[src/rtl/mem_sp_arbiter_pkg.sv]
// Shared types and constants for the LSU/IF data-memory arbiter.
package mem_arb_pkg;

    typedef enum logic [1:0] {
        OWN_NONE = 2'd0,
        OWN_LSU  = 2'd1,
        OWN_IF   = 2'd2
    } owner_t;

    localparam logic [63:0] SIM_PUTC_ADDR  = 64'h40;
    localparam logic [63:0] SIM_HALT_ADDR  = 64'h50;
    localparam logic [63:0] SIM_CYCLE_ADDR = 64'h60;

    // A limit of 0 still needs a 1-bit counter so the vector is never zero-width.
    function automatic int cnt_width(input int limit);
        return (limit < 1) ? 1 : $clog2(limit + 1);
    endfunction

endpackage

[src/rtl/mem_sp_arbiter_if.sv]
// Requester and memory-side signals of the arbiter; slave = arbiter, master = requesters/memory.
interface mem_sp_arbiter_if #(
    parameter int DATA_WIDTH = 64,
    parameter int ADDR_WIDTH = DATA_WIDTH,
    parameter int DATA_BYTES = DATA_WIDTH / 8
);
    logic                  i_lsu_req;
    logic [ADDR_WIDTH-1:0] i_lsu_addr;
    logic [DATA_WIDTH-1:0] i_lsu_wdata;
    logic [DATA_BYTES-1:0] i_lsu_wen;
    logic                  o_lsu_gnt;
    logic                  o_lsu_rvalid;
    logic [DATA_WIDTH-1:0] o_lsu_rdata;

    logic                  i_if_req;
    logic [ADDR_WIDTH-1:0] i_if_addr;
    logic                  o_if_gnt;
    logic                  o_if_rvalid;
    logic [DATA_WIDTH-1:0] o_if_rdata;

    logic [ADDR_WIDTH-1:0] o_mem_addr;
    logic [DATA_WIDTH-1:0] o_mem_wdata;
    logic [DATA_BYTES-1:0] o_mem_wen;
    logic [DATA_WIDTH-1:0] i_mem_rdata;

    modport slave (
        input  i_lsu_req, i_lsu_addr, i_lsu_wdata, i_lsu_wen,
        output o_lsu_gnt, o_lsu_rvalid, o_lsu_rdata,
        input  i_if_req, i_if_addr,
        output o_if_gnt, o_if_rvalid, o_if_rdata,
        output o_mem_addr, o_mem_wdata, o_mem_wen,
        input  i_mem_rdata
    );

    modport master (
        output i_lsu_req, i_lsu_addr, i_lsu_wdata, i_lsu_wen,
        input  o_lsu_gnt, o_lsu_rvalid, o_lsu_rdata,
        output i_if_req, i_if_addr,
        input  o_if_gnt, o_if_rvalid, o_if_rdata,
        input  o_mem_addr, o_mem_wdata, o_mem_wen,
        output i_mem_rdata
    );

endinterface

[src/rtl/mem_sp_arbiter_starve_cnt.sv]
// Counts consecutive denied IF cycles, saturating at STARVE_LIMIT; at_limit hands IF priority.
module mem_arb_starve_cnt
    import mem_arb_pkg::*;
#(
    parameter int STARVE_LIMIT = 4
) (
    input  logic clk,
    input  logic rst_n,
    input  logic inc,
    input  logic clr,
    output logic at_limit
);

    localparam int CW = cnt_width(STARVE_LIMIT);
    localparam logic [CW-1:0] LIMIT = CW'(STARVE_LIMIT);

    logic [CW-1:0] cnt_q;
    logic [CW-1:0] cnt_d;

    always_ff @(posedge clk) begin
        if (!rst_n) begin
            cnt_q <= '0;
        end else begin
            cnt_q <= cnt_d;
        end
    end

    always_comb begin
        cnt_d = cnt_q;
        if (clr) begin
            cnt_d = '0;
        end else if (inc && (cnt_q != LIMIT)) begin
            cnt_d = cnt_q + 1'b1;
        end
    end

    assign at_limit = (STARVE_LIMIT != 0) && (cnt_q == LIMIT);

endmodule

[src/rtl/mem_sp_arbiter.sv]
// Shares a single-port, one-cycle-latency data memory between LSU (priority) and IF.
//   state    | meaning
//   OWN_NONE | no access issued last cycle, no response due
//   OWN_LSU  | LSU access issued last cycle, memory data belongs to LSU
//   OWN_IF   | IF access issued last cycle, memory data belongs to IF
module mem_sp_arbiter
    import mem_arb_pkg::*;
#(
    parameter int DATA_WIDTH   = 64,
    parameter int ADDR_WIDTH   = DATA_WIDTH,
    parameter int DATA_BYTES   = DATA_WIDTH / 8,
    parameter int STARVE_LIMIT = 4
) (
    input  logic            clk,
    input  logic            rst_n,
    mem_sp_arbiter_if.slave bus
);

    owner_t owner_q;
    owner_t owner_d;

    logic lsu_gnt;
    logic if_gnt;
    logic if_at_limit;
    logic starve_inc;
    logic starve_clr;

    logic [ADDR_WIDTH-1:0] mem_addr;
    logic [DATA_WIDTH-1:0] mem_wdata;
    logic [DATA_BYTES-1:0] mem_wen;

    assign starve_inc = bus.i_if_req && !if_gnt;
    assign starve_clr = !bus.i_if_req || if_gnt;

    mem_arb_starve_cnt #(
        .STARVE_LIMIT(STARVE_LIMIT)
    ) u_starve_cnt (
        .clk      (clk),
        .rst_n    (rst_n),
        .inc      (starve_inc),
        .clr      (starve_clr),
        .at_limit (if_at_limit)
    );

    always_ff @(posedge clk) begin
        if (!rst_n) begin
            owner_q <= OWN_NONE;
        end else begin
            owner_q <= owner_d;
        end
    end

    // Grants are gated by rst_n so nothing reaches memory while reset is asserted.
    always_comb begin
        lsu_gnt = 1'b0;
        if_gnt  = 1'b0;
        owner_d = OWN_NONE;
        if (rst_n) begin
            if (bus.i_if_req && (!bus.i_lsu_req || if_at_limit)) begin
                if_gnt = 1'b1;
            end else if (bus.i_lsu_req) begin
                lsu_gnt = 1'b1;
            end
        end
        if (lsu_gnt) begin
            owner_d = OWN_LSU;
        end else if (if_gnt) begin
            owner_d = OWN_IF;
        end
    end

    always_comb begin
        mem_addr  = '0;
        mem_wdata = '0;
        mem_wen   = '0;
        if (lsu_gnt) begin
            mem_addr  = bus.i_lsu_addr;
            mem_wdata = bus.i_lsu_wdata;
            mem_wen   = bus.i_lsu_wen;
        end else if (if_gnt) begin
            mem_addr  = bus.i_if_addr;
        end

        bus.o_lsu_gnt    = lsu_gnt;
        bus.o_if_gnt     = if_gnt;
        bus.o_mem_addr   = mem_addr;
        bus.o_mem_wdata  = mem_wdata;
        bus.o_mem_wen    = mem_wen;
        bus.o_lsu_rvalid = (owner_q == OWN_LSU);
        bus.o_if_rvalid  = (owner_q == OWN_IF);
        bus.o_lsu_rdata  = bus.i_mem_rdata;
        bus.o_if_rdata   = bus.i_mem_rdata;
    end

endmodule
[src/flat_wrapper.sv]
// flat-port wrapper written by rule: the top's interface ports become plain ports
module mem_sp_arbiter_flat import mem_arb_pkg::*;
#(
    parameter int DATA_WIDTH   = 64,
    parameter int ADDR_WIDTH   = DATA_WIDTH,
    parameter int DATA_BYTES   = DATA_WIDTH / 8,
    parameter int STARVE_LIMIT = 4
)
  (clk, rst_n, bus_i_lsu_req, bus_i_lsu_addr, bus_i_lsu_wdata, bus_i_lsu_wen, bus_o_lsu_gnt, bus_o_lsu_rvalid, bus_o_lsu_rdata, bus_i_if_req, bus_i_if_addr, bus_o_if_gnt, bus_o_if_rvalid, bus_o_if_rdata, bus_o_mem_addr, bus_o_mem_wdata, bus_o_mem_wen, bus_i_mem_rdata);
  mem_sp_arbiter_if #(.DATA_WIDTH(DATA_WIDTH), .ADDR_WIDTH(ADDR_WIDTH), .DATA_BYTES(DATA_BYTES)) bus_i ();
  input  logic clk;
  input  logic rst_n;
  input wire logic [$bits(bus_i.i_lsu_req)-1:0] bus_i_lsu_req;
  input wire logic [$bits(bus_i.i_lsu_addr)-1:0] bus_i_lsu_addr;
  input wire logic [$bits(bus_i.i_lsu_wdata)-1:0] bus_i_lsu_wdata;
  input wire logic [$bits(bus_i.i_lsu_wen)-1:0] bus_i_lsu_wen;
  output wire logic [$bits(bus_i.o_lsu_gnt)-1:0] bus_o_lsu_gnt;
  output wire logic [$bits(bus_i.o_lsu_rvalid)-1:0] bus_o_lsu_rvalid;
  output wire logic [$bits(bus_i.o_lsu_rdata)-1:0] bus_o_lsu_rdata;
  input wire logic [$bits(bus_i.i_if_req)-1:0] bus_i_if_req;
  input wire logic [$bits(bus_i.i_if_addr)-1:0] bus_i_if_addr;
  output wire logic [$bits(bus_i.o_if_gnt)-1:0] bus_o_if_gnt;
  output wire logic [$bits(bus_i.o_if_rvalid)-1:0] bus_o_if_rvalid;
  output wire logic [$bits(bus_i.o_if_rdata)-1:0] bus_o_if_rdata;
  output wire logic [$bits(bus_i.o_mem_addr)-1:0] bus_o_mem_addr;
  output wire logic [$bits(bus_i.o_mem_wdata)-1:0] bus_o_mem_wdata;
  output wire logic [$bits(bus_i.o_mem_wen)-1:0] bus_o_mem_wen;
  input wire logic [$bits(bus_i.i_mem_rdata)-1:0] bus_i_mem_rdata;
  assign bus_i.i_lsu_req = bus_i_lsu_req;
  assign bus_i.i_lsu_addr = bus_i_lsu_addr;
  assign bus_i.i_lsu_wdata = bus_i_lsu_wdata;
  assign bus_i.i_lsu_wen = bus_i_lsu_wen;
  assign bus_o_lsu_gnt = bus_i.o_lsu_gnt;
  assign bus_o_lsu_rvalid = bus_i.o_lsu_rvalid;
  assign bus_o_lsu_rdata = bus_i.o_lsu_rdata;
  assign bus_i.i_if_req = bus_i_if_req;
  assign bus_i.i_if_addr = bus_i_if_addr;
  assign bus_o_if_gnt = bus_i.o_if_gnt;
  assign bus_o_if_rvalid = bus_i.o_if_rvalid;
  assign bus_o_if_rdata = bus_i.o_if_rdata;
  assign bus_o_mem_addr = bus_i.o_mem_addr;
  assign bus_o_mem_wdata = bus_i.o_mem_wdata;
  assign bus_o_mem_wen = bus_i.o_mem_wen;
  assign bus_i.i_mem_rdata = bus_i_mem_rdata;
  mem_sp_arbiter #(.DATA_WIDTH(DATA_WIDTH), .ADDR_WIDTH(ADDR_WIDTH), .DATA_BYTES(DATA_BYTES), .STARVE_LIMIT(STARVE_LIMIT)) u_core (.clk(clk), .rst_n(rst_n), .bus(bus_i));
endmodule
[config.mk]
export PLATFORM = sky130hd
export DESIGN_NAME = mem_sp_arbiter_flat
export DESIGN_NICKNAME = d
export VERILOG_FILES = /design/src/rtl/mem_sp_arbiter_pkg.sv /design/src/rtl/mem_sp_arbiter_if.sv /design/src/rtl/mem_sp_arbiter_starve_cnt.sv /design/src/rtl/mem_sp_arbiter.sv /design/src/flat_wrapper.sv
export SDC_FILE = /design/constraint.sdc
export NUM_CORES = 1
export LEC_CHECK = 0
export CAP_MARGIN = 25
export CORE_AREA = 2 2 210 212
export DETAILED_ROUTE_END_ITERATION = 8
export DIE_AREA = 0 0 212 214
export PLACE_DENSITY = 0.33
export SLEW_MARGIN = 20
export SYNTH_ARGS = -nofsm -noshare
export SYNTH_HDL_FRONTEND = slang
export SYNTH_HIERARCHICAL = 1
export SYNTH_SLANG_ARGS = --single-unit
[constraint.sdc]
create_clock -name clk -period 1.95 [get_ports clk]
set_input_delay 0.585 -clock clk [delete_from_list [all_inputs] [get_ports clk]]
set_output_delay 0.585 -clock clk [all_outputs]
set_load 0.02 [all_outputs]
==> flow_metrics.env <==
export IMPL_timing_final_ws_setup_ps=-546
export IMPL_wire_per_inst_um=15.2
export IMPL_cp_max_fo=18
export IMPL_fp_dieW_um=212
export IMPL_rsz0062_at_grt="yes"
export IMPL_io_pins=536
export IMPL_dp_slack_ps=-1200
export IMPL_first_pass_iters=4
export IMPL_reg2reg_depth=10
export IMPL_core_region_area_mm2=0.0429
export IMPL_end_kind="output pin"
export IMPL_final_cell_mix="clkdlybuf4s50_1, buf_6, nand2_1"
export IMPL_vdd_ir_drop_max_v=0.000195
export IMPL_r2r_start="u_core/u_starve_cnt/cnt_q[1]$_SDFFE_PP0P_"
export IMPL_clock_fmax_ghz=0.401
export IMPL_crit_start="u_core/u_starve_cnt/cnt_q[1]$_SDFFE_PP0P_"
export IMPL_synthArstFlopShare_pct=0
export IMPL_hp_class="reg2reg"
export IMPL_gp_congestion=0.693
export IMPL_synth_ff_type="dfxtp_1"
export IMPL_cp_required_ps=1360
export IMPL_period_share_pct=128
export IMPL_cts_root_buf="clkbuf_16"
export IMPL_die_area_mm2=0.0454
export IMPL_synth_top_cell_by_area="buf_4"
export IMPL_synthDistinctLibCells=28
export IMPL_die_h_um=214
export IMPL_drtIter0Drc=111
export IMPL_synthCells=478
export IMPL_crit_path_end="bus_o_mem_wdata[13]"
export IMPL_pwr_share_comb_pct=82.0
export IMPL_vias=4561
export IMPL_io_buffers=343
export IMPL_power_density_mw_per_mm2=241
export IMPL_worst_pin_slew_ps=285
export IMPL_power_mw=2.48
export IMPL_hold_depth=3
export IMPL_hold_viol=0
export IMPL_cts_reportedPaths_clkPinSlew_ps=30
export IMPL_n_antenna_cell=0
export IMPL_clock_sinks=5
export IMPL_layout_commonest_cell="clkdlybuf4s50_1"
export IMPL_htree_levels=1
export IMPL_cts_tree="done"
export IMPL_syn_nets=748
export IMPL_power_switching_mw=0.910
export IMPL_yosysTopAreaCellShare_pct=30.4
export IMPL_timing_worst_setup_path_type="reg2out"
export IMPL_synth_edff_count=0
export IMPL_whs_ps=618
export IMPL_finalSetupTns_ps=-58620
export IMPL_r2r_end="u_core/u_starve_cnt/cnt_q[0]$_SDFFE_PP0P_"
export IMPL_grt_overflow_total=0
export IMPL_clk_insertion_delay_late_ps=230
export IMPL_ys_seq_area_share_pct=3.05
export IMPL_drtAntennaViolNets=0
export IMPL_place_area_mm2=0.00850
export IMPL_wl_um=20900
export IMPL_synthesis_area_mm2=0.00329
export IMPL_relSlewSlack_pct=80.9
export IMPL_first_global_vias=4651
export IMPL_drc_errors=0
export IMPL_leakagePower_nw=3.68
export IMPL_dp_hpwl_um=16000
export IMPL_viasPerCell=3.32
export IMPL_reg2reg_slack_ps=80
export IMPL_grt_usage_pct=8.19
export IMPL_sw_frac_of_total_pct=36.7
export IMPL_ys_seq_elements=5
export IMPL_grt_pass1_wl_um=29000
export IMPL_drive_gt1_share_pct=55.8
export IMPL_p_clk_share_pct=13.7
export IMPL_syn_area_per_cell_um2=6.87
export IMPL_pwr_share_seq_pct=4.3
export IMPL_status="finished with violations"
export IMPL_skew_ps=0.467
export IMPL_maxSlewViolCount=0
export IMPL_layout_nets=1061
export IMPL_antenna_found_initial=2
export IMPL_cts_buffer_depth=2
export IMPL_startpoint_type="flip-flop"
export IMPL_cts_made_buffers=3
export IMPL_std_cell_rows=76
export IMPL_initial_utilization_pct=7.66
export IMPL_yosys_warnings=6
export IMPL_cp_arrival_ps=1910
export IMPL_grt_max_degree=24
export IMPL_setup_viol_count_final=138
export IMPL_min_period_ps=2500
export IMPL_areaGrowthSynthToFinish_pct=213
export IMPL_violations="negative setup slack"
export IMPL_internal_power_mw=1.57
export IMPL_maxCapViolations=0
export IMPL_yosys_top_cells_area="buf_4, nor3b_1, nand2_1, o32ai_1, o32ai_2"
export IMPL_fin_area_mm2=0.0103
==> through the flow <==
step	utilization, %	std cells
after floorplan	-	478
after global placement	19.8	1284
after detailed placement	19.8	1284
after CTS	21.8	1340
after global routing	24.0	1375
final	24.0	1375
==> flip-flops by register name, summed over array words and instances, names as in the netlist <==
register                   flops
u_core/u_starve_cnt/cnt_q      3
u_core/owner_q                 2
==> worst max-delay path: stages (launching register included) <==
cell and delay [ps]:
dfxtp_2 320, inv_2 40, ha_4 150, and2_4 170
and2_4 210, buf_4 150, buf_12 150, buf_4 140
nor3b_4 180, buf_6 140
==> layout make-up <==
class / count / area (um^2)
clock buffer: 4 / 78.8
timing repair buffer: 488 / 5610
fill: 4586 / 32600
inverter: 4 / 17.5
multi-input combinational: 289 / 3750
tap: 585 / 732
sequential: 5 / 103
==> kinds of logic after synthesis <==
logic type      Yosys count  synth area share (%)
flops                     5                  3.05
mux                       2                 0.609
compound gates           69                  22.2
buf+inv                 184                  38.8
fa+ha+maj                 2                 0.761
simple gates            216                  34.5
==> cell usage after synthesis (2+ instances only) <==
| master | count |
|---|---|
| buf_1 | 6 |
| nor2_1 | 2 |
| and2_1 | 2 |
| buf_6 | 8 |
| nor3b_1 | 71 |
| nand2_1 | 129 |
| ha_1 | 2 |
| buf_4 | 133 |
| nor2b_1 | 3 |
| nand3b_1 | 3 |
| o32ai_1 | 46 |
| dfxtp_1 | 5 |
| nor3_1 | 2 |
| buf_2 | 20 |
| clkbuf_1 | 13 |
| inv_1 | 3 |
| o32ai_2 | 18 |
| mux2i_1 | 2 |
==> how the worst min path moves through the flow <==
| stage | startpoint | end | slack [ps] |
|---|---|---|---|
| 2_1_floorplan | u_core/u_starve_cnt/cnt_q[1]$_SDFFE_PP0P_ | u_core/u_starve_cnt/cnt_q[1]$_SDFFE_PP0P_ | 480 |
| 3_3_place_gp | u_core/u_starve_cnt/cnt_q[1]$_SDFFE_PP0P_ | u_core/u_starve_cnt/cnt_q[1]$_SDFFE_PP0P_ | 610 |
| 3_5_place_dp | u_core/u_starve_cnt/cnt_q[1]$_SDFFE_PP0P_ | u_core/u_starve_cnt/cnt_q[1]$_SDFFE_PP0P_ | 600 |
| 4_1_cts | u_core/u_starve_cnt/cnt_q[0]$_SDFFE_PP0P_ | u_core/u_starve_cnt/cnt_q[0]$_SDFFE_PP0P_ | 620 |
| 5_1_grt | u_core/u_starve_cnt/cnt_q[0]$_SDFFE_PP0P_ | u_core/u_starve_cnt/cnt_q[0]$_SDFFE_PP0P_ | 670 |
| 6_report | u_core/u_starve_cnt/cnt_q[0]$_SDFFE_PP0P_ | u_core/u_starve_cnt/cnt_q[0]$_SDFFE_PP0P_ | 620 |
==> layer usage <==
metal | up-vias | GRT usage (%) | wire length [um] | share of wire [%]
li1 | 2178 | - | - | -
met1 | 2057 | 9.42 | 8240 | 39
met2 | 305 | 14.3 | 9980 | 48
met3 | 17 | 3.75 | 2520 | 12
met4 | 4 | 0.634 | 96 | 0.46
met5 | - | 0 | 31 | 0.15
==> power groups by stage <==
stage | clock, mW | sequential [mW] | combinational [mW]
CTS | 0.347 | 0.107 | 1.86
finish | 0.340 | 0.107 | 2.03
detailed placement | 0 | 0.109 | 1.75
floorplan | 0 | 0.109 | 1.25
global placement | 0 | 0.109 | 1.76
global route | 0.361 | 0.108 | 2.15
==> timing repair <==
item | CTS | global route
gates resized for setup | 797 | 158
pin swaps | 8 | 46
setup endpoints to repair | 141 | 142
setup buffers | 47 | 34
hold buffers | 0 | 0
cloned | 7 | 5
Power figures use the tool's default switching activity.
